### config.mk
export PLATFORM = sky130hd
export DESIGN_NAME = flash_sample_reader_flat
export DESIGN_NICKNAME = d
export VERILOG_FILES = /design/src/rtl/flash_sample_reader_if.sv /design/src/rtl/flash_sample_reader.sv /design/src/flat_wrapper.sv
export SDC_FILE = /design/constraint.sdc
export NUM_CORES = 1
export LEC_CHECK = 0
export CAP_MARGIN = 20
export CORE_MARGIN = 2
export CORE_UTILIZATION = 50
export DETAILED_ROUTE_END_ITERATION = 6
export PLACE_DENSITY_LB_ADDON = 0.05
export SYNTH_ARGS = -nofsm -noshare
export SYNTH_HDL_FRONTEND = slang
export SYNTH_SLANG_ARGS = --single-unit
### constraint.sdc
create_clock -name clk -period 2.2 [get_ports clk]
set_input_delay 0.44 -clock clk [delete_from_list [all_inputs] [get_ports clk]]
set_output_delay 0.44 -clock clk [all_outputs]
set_load 0.01 [all_outputs]
### src/rtl/flash_sample_reader_if.sv
// Avalon-MM read-master bundle between the sample reader and the flash controller.
interface flash_sample_reader_if #(
  parameter int ADDR_W = 23,
  parameter int DATA_W = 32
);
  logic                flash_read;
  logic [ADDR_W-1:0]   flash_address;
  logic [DATA_W/8-1:0] flash_byteenable;
  logic                flash_waitrequest;
  logic [DATA_W-1:0]   flash_readdata;
  logic                flash_readdatavalid;

  modport master (
    output flash_read, flash_address, flash_byteenable,
    input  flash_waitrequest, flash_readdata, flash_readdatavalid
  );

  modport slave (
    input  flash_read, flash_address, flash_byteenable,
    output flash_waitrequest, flash_readdata, flash_readdatavalid
  );
endinterface

### src/rtl/flash_sample_reader.sv
// Streams packed samples from flash, one per sample_clk rising edge.
// Current word + one-word prefetch; fetch FSM keeps at most one read outstanding.
//
// state   | meaning
// F_IDLE  | no read in flight; launch one when the prefetch slot is empty
// F_REQ   | flash_read high, holding address until waitrequest drops
// F_WAIT  | handshake done, waiting for readdatavalid
// F_DRAIN | restart hit a read in flight; swallow its readdatavalid
module flash_sample_reader #(
  parameter int ADDR_W     = 23,
  parameter int DATA_W     = 32,
  parameter int SAMPLE_W   = 16,
  parameter int START_ADDR = 0,
  parameter int END_ADDR   = 'h7FFFF,
  parameter int LOOP       = 1
) (
  input  logic                  clk,
  input  logic                  reset_n,
  input  logic                  sample_clk,
  input  logic                  pause,
  input  logic                  direction,
  input  logic                  restart,
  flash_sample_reader_if.master flash,
  output logic [SAMPLE_W-1:0]   sample_out,
  output logic                  sample_valid,
  output logic                  underrun,
  output logic                  done
);
  localparam int N     = DATA_W / SAMPLE_W;
  localparam int IDX_W = (N > 1) ? $clog2(N) : 1;
  localparam logic [ADDR_W-1:0] START_A  = ADDR_W'(START_ADDR);
  localparam logic [ADDR_W-1:0] END_A    = ADDR_W'(END_ADDR);
  localparam logic [IDX_W-1:0]  LAST_IDX = IDX_W'(N - 1);

  typedef enum logic [1:0] {F_IDLE, F_REQ, F_WAIT, F_DRAIN} fstate_t;

  logic [2:0]          sync_q;
  logic                tick_q, tick_ev;
  fstate_t             state_q, state_d;
  logic [ADDR_W-1:0]   addr_q, addr_d, next_addr_q, next_addr_d, adv_addr;
  logic                end_q, end_d, fdir_q, fdir_d, drain_q, drain_d;
  logic                accept, at_bound, word_last;
  logic [DATA_W-1:0]   cur_data_q, cur_data_d, pf_data_q, pf_data_d;
  logic                cur_full_q, cur_full_d, pf_full_q, pf_full_d;
  logic                cur_dir_q, cur_dir_d, pf_dir_q, pf_dir_d;
  logic                cur_last_q, cur_last_d, pf_last_q, pf_last_d;
  logic [IDX_W-1:0]    idx_q, idx_d, lane_idx;
  logic [SAMPLE_W-1:0] sample_q, sample_d, lane_data;
  logic                valid_q, valid_d, under_q, under_d, done_q, done_d;

  assign tick_ev   = tick_q & ~pause & ~done_q & ~restart;
  assign at_bound  = fdir_q ? (addr_q == END_A) : (addr_q == START_A);
  assign adv_addr  = fdir_q ? (at_bound ? START_A : addr_q + 1'b1)
                            : (at_bound ? END_A   : addr_q - 1'b1);
  assign word_last = at_bound && (LOOP == 0);
  // Word fetched in reverse plays its top lane first.
  assign lane_idx  = cur_dir_q ? idx_q : LAST_IDX - idx_q;
  assign lane_data = cur_data_q[int'(lane_idx)*SAMPLE_W +: SAMPLE_W];

  assign flash.flash_read       = (state_q == F_REQ);
  assign flash.flash_address    = addr_q;
  assign flash.flash_byteenable = (state_q == F_REQ) ? '1 : '0;
  assign sample_out   = sample_q;
  assign sample_valid = valid_q;
  assign underrun     = under_q;
  assign done         = done_q;

  // Two-flop synchroniser plus edge-detect flop; tick is registered.
  always_ff @(posedge clk or negedge reset_n) begin
    if (!reset_n) begin
      sync_q <= '0;
      tick_q <= 1'b0;
    end else begin
      sync_q <= {sync_q[1:0], sample_clk};
      tick_q <= sync_q[1] & ~sync_q[2];
    end
  end

  // Fetch FSM next state; restart re-aims the next fetch and drains any read in flight.
  always_comb begin
    state_d     = state_q;
    addr_d      = addr_q;
    fdir_d      = fdir_q;
    drain_d     = drain_q;
    next_addr_d = next_addr_q;
    end_d       = end_q;
    accept      = 1'b0;
    case (state_q)
      F_IDLE: begin
        drain_d = 1'b0;
        if (!restart && !pf_full_q && !done_q && !end_q) begin
          state_d = F_REQ;
          addr_d  = next_addr_q;
          fdir_d  = direction;
        end
      end
      F_REQ: begin
        if (restart) drain_d = 1'b1;
        if (!flash.flash_waitrequest) state_d = (drain_q || restart) ? F_DRAIN : F_WAIT;
      end
      F_WAIT: begin
        if (restart) begin
          state_d = flash.flash_readdatavalid ? F_IDLE : F_DRAIN;
        end else if (flash.flash_readdatavalid) begin
          accept      = 1'b1;
          state_d     = F_IDLE;
          next_addr_d = adv_addr;
          if (word_last) end_d = 1'b1;
        end
      end
      F_DRAIN: begin
        if (flash.flash_readdatavalid) state_d = F_IDLE;
      end
      default: state_d = F_IDLE;
    endcase
    if (restart) begin
      next_addr_d = direction ? START_A : END_A;
      end_d       = 1'b0;
    end
  end

  // Buffer and playback: tick consumes a lane, arriving data fills current or prefetch.
  always_comb begin
    cur_data_d = cur_data_q;
    cur_full_d = cur_full_q;
    cur_dir_d  = cur_dir_q;
    cur_last_d = cur_last_q;
    pf_data_d  = pf_data_q;
    pf_full_d  = pf_full_q;
    pf_dir_d   = pf_dir_q;
    pf_last_d  = pf_last_q;
    idx_d      = idx_q;
    sample_d   = sample_q;
    valid_d    = 1'b0;
    under_d    = 1'b0;
    done_d     = done_q;
    if (restart) begin
      cur_full_d = 1'b0;
      pf_full_d  = 1'b0;
      idx_d      = '0;
      done_d     = 1'b0;
    end else begin
      if (tick_ev) begin
        if (cur_full_q) begin
          sample_d = lane_data;
          valid_d  = 1'b1;
          if (idx_q == LAST_IDX) begin
            idx_d      = '0;
            if (cur_last_q) done_d = 1'b1;
            cur_full_d = pf_full_q;
            cur_data_d = pf_data_q;
            cur_dir_d  = pf_dir_q;
            cur_last_d = pf_last_q;
            pf_full_d  = 1'b0;
          end else begin
            idx_d = idx_q + 1'b1;
          end
        end else begin
          under_d = 1'b1;
        end
      end
      if (accept) begin
        if (!cur_full_d) begin
          cur_data_d = flash.flash_readdata;
          cur_full_d = 1'b1;
          cur_dir_d  = fdir_q;
          cur_last_d = word_last;
        end else begin
          pf_data_d  = flash.flash_readdata;
          pf_full_d  = 1'b1;
          pf_dir_d   = fdir_q;
          pf_last_d  = word_last;
        end
      end
    end
  end

  // State registers.
  always_ff @(posedge clk or negedge reset_n) begin
    if (!reset_n) begin
      state_q     <= F_IDLE;
      addr_q      <= START_A;
      next_addr_q <= START_A;
      end_q       <= 1'b0;
      fdir_q      <= 1'b1;
      drain_q     <= 1'b0;
      cur_data_q  <= '0;
      cur_full_q  <= 1'b0;
      cur_dir_q   <= 1'b1;
      cur_last_q  <= 1'b0;
      pf_data_q   <= '0;
      pf_full_q   <= 1'b0;
      pf_dir_q    <= 1'b1;
      pf_last_q   <= 1'b0;
      idx_q       <= '0;
      sample_q    <= '0;
      valid_q     <= 1'b0;
      under_q     <= 1'b0;
      done_q      <= 1'b0;
    end else begin
      state_q     <= state_d;
      addr_q      <= addr_d;
      next_addr_q <= next_addr_d;
      end_q       <= end_d;
      fdir_q      <= fdir_d;
      drain_q     <= drain_d;
      cur_data_q  <= cur_data_d;
      cur_full_q  <= cur_full_d;
      cur_dir_q   <= cur_dir_d;
      cur_last_q  <= cur_last_d;
      pf_data_q   <= pf_data_d;
      pf_full_q   <= pf_full_d;
      pf_dir_q    <= pf_dir_d;
      pf_last_q   <= pf_last_d;
      idx_q       <= idx_d;
      sample_q    <= sample_d;
      valid_q     <= valid_d;
      under_q     <= under_d;
      done_q      <= done_d;
    end
  end
endmodule

### src/flat_wrapper.sv
// flat-port wrapper written by rule: the top's interface ports become plain ports
module flash_sample_reader_flat 
#(
  parameter int ADDR_W     = 23,
  parameter int DATA_W     = 32,
  parameter int SAMPLE_W   = 16,
  parameter int START_ADDR = 0,
  parameter int END_ADDR   = 'h7FFFF,
  parameter int LOOP       = 1
)
  (clk, reset_n, sample_clk, pause, direction, restart, sample_out, sample_valid, underrun, done, flash_flash_read, flash_flash_address, flash_flash_byteenable, flash_flash_waitrequest, flash_flash_readdata, flash_flash_readdatavalid);
  flash_sample_reader_if #(.ADDR_W(ADDR_W), .DATA_W(DATA_W)) flash_i ();
  input  logic clk;
  input  logic reset_n;
  input  logic sample_clk;
  input  logic pause;
  input  logic direction;
  input  logic restart;
  output logic [SAMPLE_W-1:0] sample_out;
  output logic sample_valid;
  output logic underrun;
  output logic done;
  output wire logic [$bits(flash_i.flash_read)-1:0] flash_flash_read;
  output wire logic [$bits(flash_i.flash_address)-1:0] flash_flash_address;
  output wire logic [$bits(flash_i.flash_byteenable)-1:0] flash_flash_byteenable;
  input wire logic [$bits(flash_i.flash_waitrequest)-1:0] flash_flash_waitrequest;
  input wire logic [$bits(flash_i.flash_readdata)-1:0] flash_flash_readdata;
  input wire logic [$bits(flash_i.flash_readdatavalid)-1:0] flash_flash_readdatavalid;
  assign flash_flash_read = flash_i.flash_read;
  assign flash_flash_address = flash_i.flash_address;
  assign flash_flash_byteenable = flash_i.flash_byteenable;
  assign flash_i.flash_waitrequest = flash_flash_waitrequest;
  assign flash_i.flash_readdata = flash_flash_readdata;
  assign flash_i.flash_readdatavalid = flash_flash_readdatavalid;
  flash_sample_reader #(.ADDR_W(ADDR_W), .DATA_W(DATA_W), .SAMPLE_W(SAMPLE_W), .START_ADDR(START_ADDR), .END_ADDR(END_ADDR), .LOOP(LOOP)) u_core (.clk(clk), .reset_n(reset_n), .sample_clk(sample_clk), .pause(pause), .direction(direction), .restart(restart), .flash(flash_i), .sample_out(sample_out), .sample_valid(sample_valid), .underrun(underrun), .done(done));
endmodule
==> qor.yml <==
ir_drop_v: 0.000641
grt_usage_pct: 24.0
ys_seq_elements: 143
io_pins: 87
cp.buffers_inverters: 1
wl_per_cell_um: 17.3
cpLargestDelayFamily: "simple AND/OR/NAND/NOR gates"
syn_nets: 674
grt_overflow: 0
die_y_um: 122
crit_arrival_ns: 2.49
first_global_vias: 5554
final_area_um2: 9310
cts_buffer_depth: 2
avgSynthCellArea_um2: 11.1
async_flop_share_pct: 100
yosysTopAreaCell: "dfrtp_1"
synth_edf_count: 0
cts.clk_slew.worst_paths_ns: 0.06
cap_violations: 0
clock_skew_ns: 0.00649
post-synth-top-area-fraction_pct: 50.0
synth_top_family_by_area: "multiplexers"
cp_num_cells: 7
ant_nets: 0
synth_flop_cell: "dfrtp_1"
synth_adder_area_share_pct: 0.536
dieArea_um2: 15000
synth-seq-area-share_pct: 51.1
syn_to_final_growth_pct: 32.9
p_per_area_nw_per_um2: 1230
finalSetupViolations: 0
die_x_um: 122
diodes: 0
tightest_slew_ns: 0.556
h-tree-depth: 4
start_kind: "flip-flop"
dp_slack_ns: -0.204
placed_area_um2: 8600
synth_area_um2: 7010
fin_cells: 972
drt_iter0_drc: 335
cts_buffers: 17
cts_tree: "yes"
postLayoutSetupSlackWorst_ns: 0.0107
drive_gt1_share_pct: 24.7
grt_antenna_before_repair: 0
crit_start: "u_core.flash.flash_address[13]$_DFFE_PN0P_"
cp_slowest_cell: "or3_4"
rsz0062_at_grt: "yes"
r2r_slack_ns: 0.01
hold_path_class: "flip-flop to flip-flop"
yosys.area_share.simple_pct: 13.5
cp.required_ns: 2.50
max_slew_margin_pct: 63.0
cp_max_fo: 4
first_pass_iters: 4
portBuffers: 86
p_total_mw: 11.4
drv_slew: 0
core_um2: 13800
grt_pass1_wl_um: 27600
fmax_mhz: 457
hold_viol_final: 0
fin_crit_sh_pct: 99.5
worstPathCellList: "or3_4, nor4_4, buf_4, nand4_1, o31ai_2, xnor2_1, a22o_1"
worstSetupPathType: "flip-flop to flip-flop"
cp-endpoint: "u_core.next_addr_q[21]$_DFFE_PN0P_"
synthMuxAreaShare_pct: 16.3
end_kind: "flip-flop"
vias_per_cell: 5.51
hpwl_um: 11600
grt_max_degree: 56
vias: 5359
routed_wl_um: 16800
start_util_pct: 50.9
regToRegEndpoint: "u_core.next_addr_q[21]$_DFFE_PN0P_"
synth_cells: 631
clock_latency_ns: 0.42
ys_warn_count: 0
max_stage_delay_ns: 0.43
leakagePower_nw: 4.36
gp_congestion: 0.894
reg2reg_from: "u_core.flash.flash_address[13]$_DFFE_PN0P_"
dp.cells: 934
rows: 43
clock-sinks: 143
netlist_top_cells_area: "dfrtp_1 50%, mux2i_1 7.1%, mux2_2 5.9%, mux2_1 3.2%, a21oi_1 3.1%"
nNetsFinal: 822
clock-root-buffer: "clkbuf_16"
synth-xor-area-share_pct: 4.62
ys_types: 60
drc_errors: 0
whs_ns: 0.363
min_period_ns: 2.19
synth_compound_area_share_pct: 10.1
reg2regPathDepth: 7
status: "complete, no violations"
-- registers in the layout (all words and copies together) (netlist names), 2 cells and up --
signal	flops
u_core.state_q	2
u_core.sync_q	3
u_core.flash.flash_address	23
u_core.cur_data_q	32
u_core.sample_out	16
u_core.pf_data_q	32
u_core.next_addr_q	23
-- cells by family (layout without fill, tap and decap cells) --
| group | count (synthesis) | after routing |
|---|---|---|
| fa+ha+maj | 3 | 3 |
| buf+inv | 57 | 218 |
| simple gates | 175 | 175 |
| compound gates | 109 | 109 |
| flops | 143 | 143 |
| xor+xnor | 37 | 37 |
| mux | 107 | 107 |
-- per-stage QoR --
| stage | TNS (ns) | utilization [%] |
|---|---|---|
| 2_1_floorplan | 0 | - |
| 3_3_place_gp | -9.81 | 62.5 |
| 3_5_place_dp | -12.62 | 62.5 |
| 4_1_cts | 0 | 66.9 |
| 5_1_grt | -0.363 | 67.6 |
| 6_report | 0 | 67.6 |
-- how the worst min path moves through the flow --
| stage | start | end | slack [ns] | cells after the start |
|---|---|---|---|---|
| global placement | u_core.sync_q[0]$_DFF_PN0_ | u_core.sync_q[1]$_DFF_PN0_ | 0.34 | 0 |
| detailed placement | u_core.sync_q[0]$_DFF_PN0_ | u_core.sync_q[1]$_DFF_PN0_ | 0.34 | 0 |
| floorplan | reset_n | u_core.cur_data_q[0]$_DFFE_PN0N_ | 0.14 | 0 |
| finish | u_core.sync_q[0]$_DFF_PN0_ | u_core.sync_q[1]$_DFF_PN0_ | 0.36 | 0 |
| CTS | u_core.sync_q[0]$_DFF_PN0_ | u_core.sync_q[1]$_DFF_PN0_ | 0.36 | 0 |
| global route | u_core.sync_q[0]$_DFF_PN0_ | u_core.sync_q[1]$_DFF_PN0_ | 0.37 | 0 |
-- placed cells by master, fill, tap and decap left out, drive strengths merged, types with 7 or more instances in the layout --
cell,Yosys,routed
a21oi,43,43
a221oi,9,9
buf,25,92
clkbuf,24,18
clkdlybuf4s50,0,85
dfrtp,140,140
inv,8,12
mux2,57,57
mux2i,50,50
nand2,40,40
nand3,14,14
nand4,12,12
nor2,52,52
nor3,11,11
nor4,12,12
o21ai,24,24
o22a,7,7
or3,8,8
xnor2,22,22
xor2,15,15
-- cell type report --
class | instances | area (um^2)
Clock inverter | 14 | 159
Clock buffer | 18 | 429
Timing Repair Buffer | 178 | 1650
Sequential cell | 143 | 3580
Inverter | 8 | 30.0
Tap cell | 180 | 225
Fill cell | 1097 | 4460
Multi-Input combinational cell | 431 | 3240
-- cell usage after synthesis (6+ instances only) --
library cell,n
nand2_1,40
buf_2,17
xnor2_1,22
a221oi_1,8
clkbuf_1,24
nand4_1,11
inv_1,7
o22a_1,7
nor2_1,52
buf_4,6
dfrtp_1,140
mux2_2,37
mux2i_1,50
a21oi_1,43
o21ai_0,19
nor3_1,10
or3_1,7
nor4_1,6
nor2b_1,6
mux2_1,20
xor2_1,15
nand3_1,13
-- report_power, final --
group	leakage [nW]	internal (mW)	switching (mW)	total, mW
Combinational	2.29	2.33	2.06	4.39
Clock	0.281	1.69	1.16	2.85
Sequential	1.79	3.54	0.641	4.18
Total	4.36	7.57	3.86	11.4
-- routing by layer --
metal  up-vias  wire, um  global-route usage (%)
met3        36       714                    5.16
met2       125      8630                    41.1
met4         0       450                    10.6
met5         -         0                       0
met1      2641      6990                    29.2
li1       2557         -                       -
-- timing repair --
action / in CTS / in global routing
gates resized for setup: 2 / 14
hold buffers: 1 / 0
hold endpoints to repair: 9 / 0
pin swaps: 0 / 9
buffers inserted: 0 / 5
endpoints found under the setup margin: 8 / 23
Note: power is estimated with default switching activity, not from simulation.
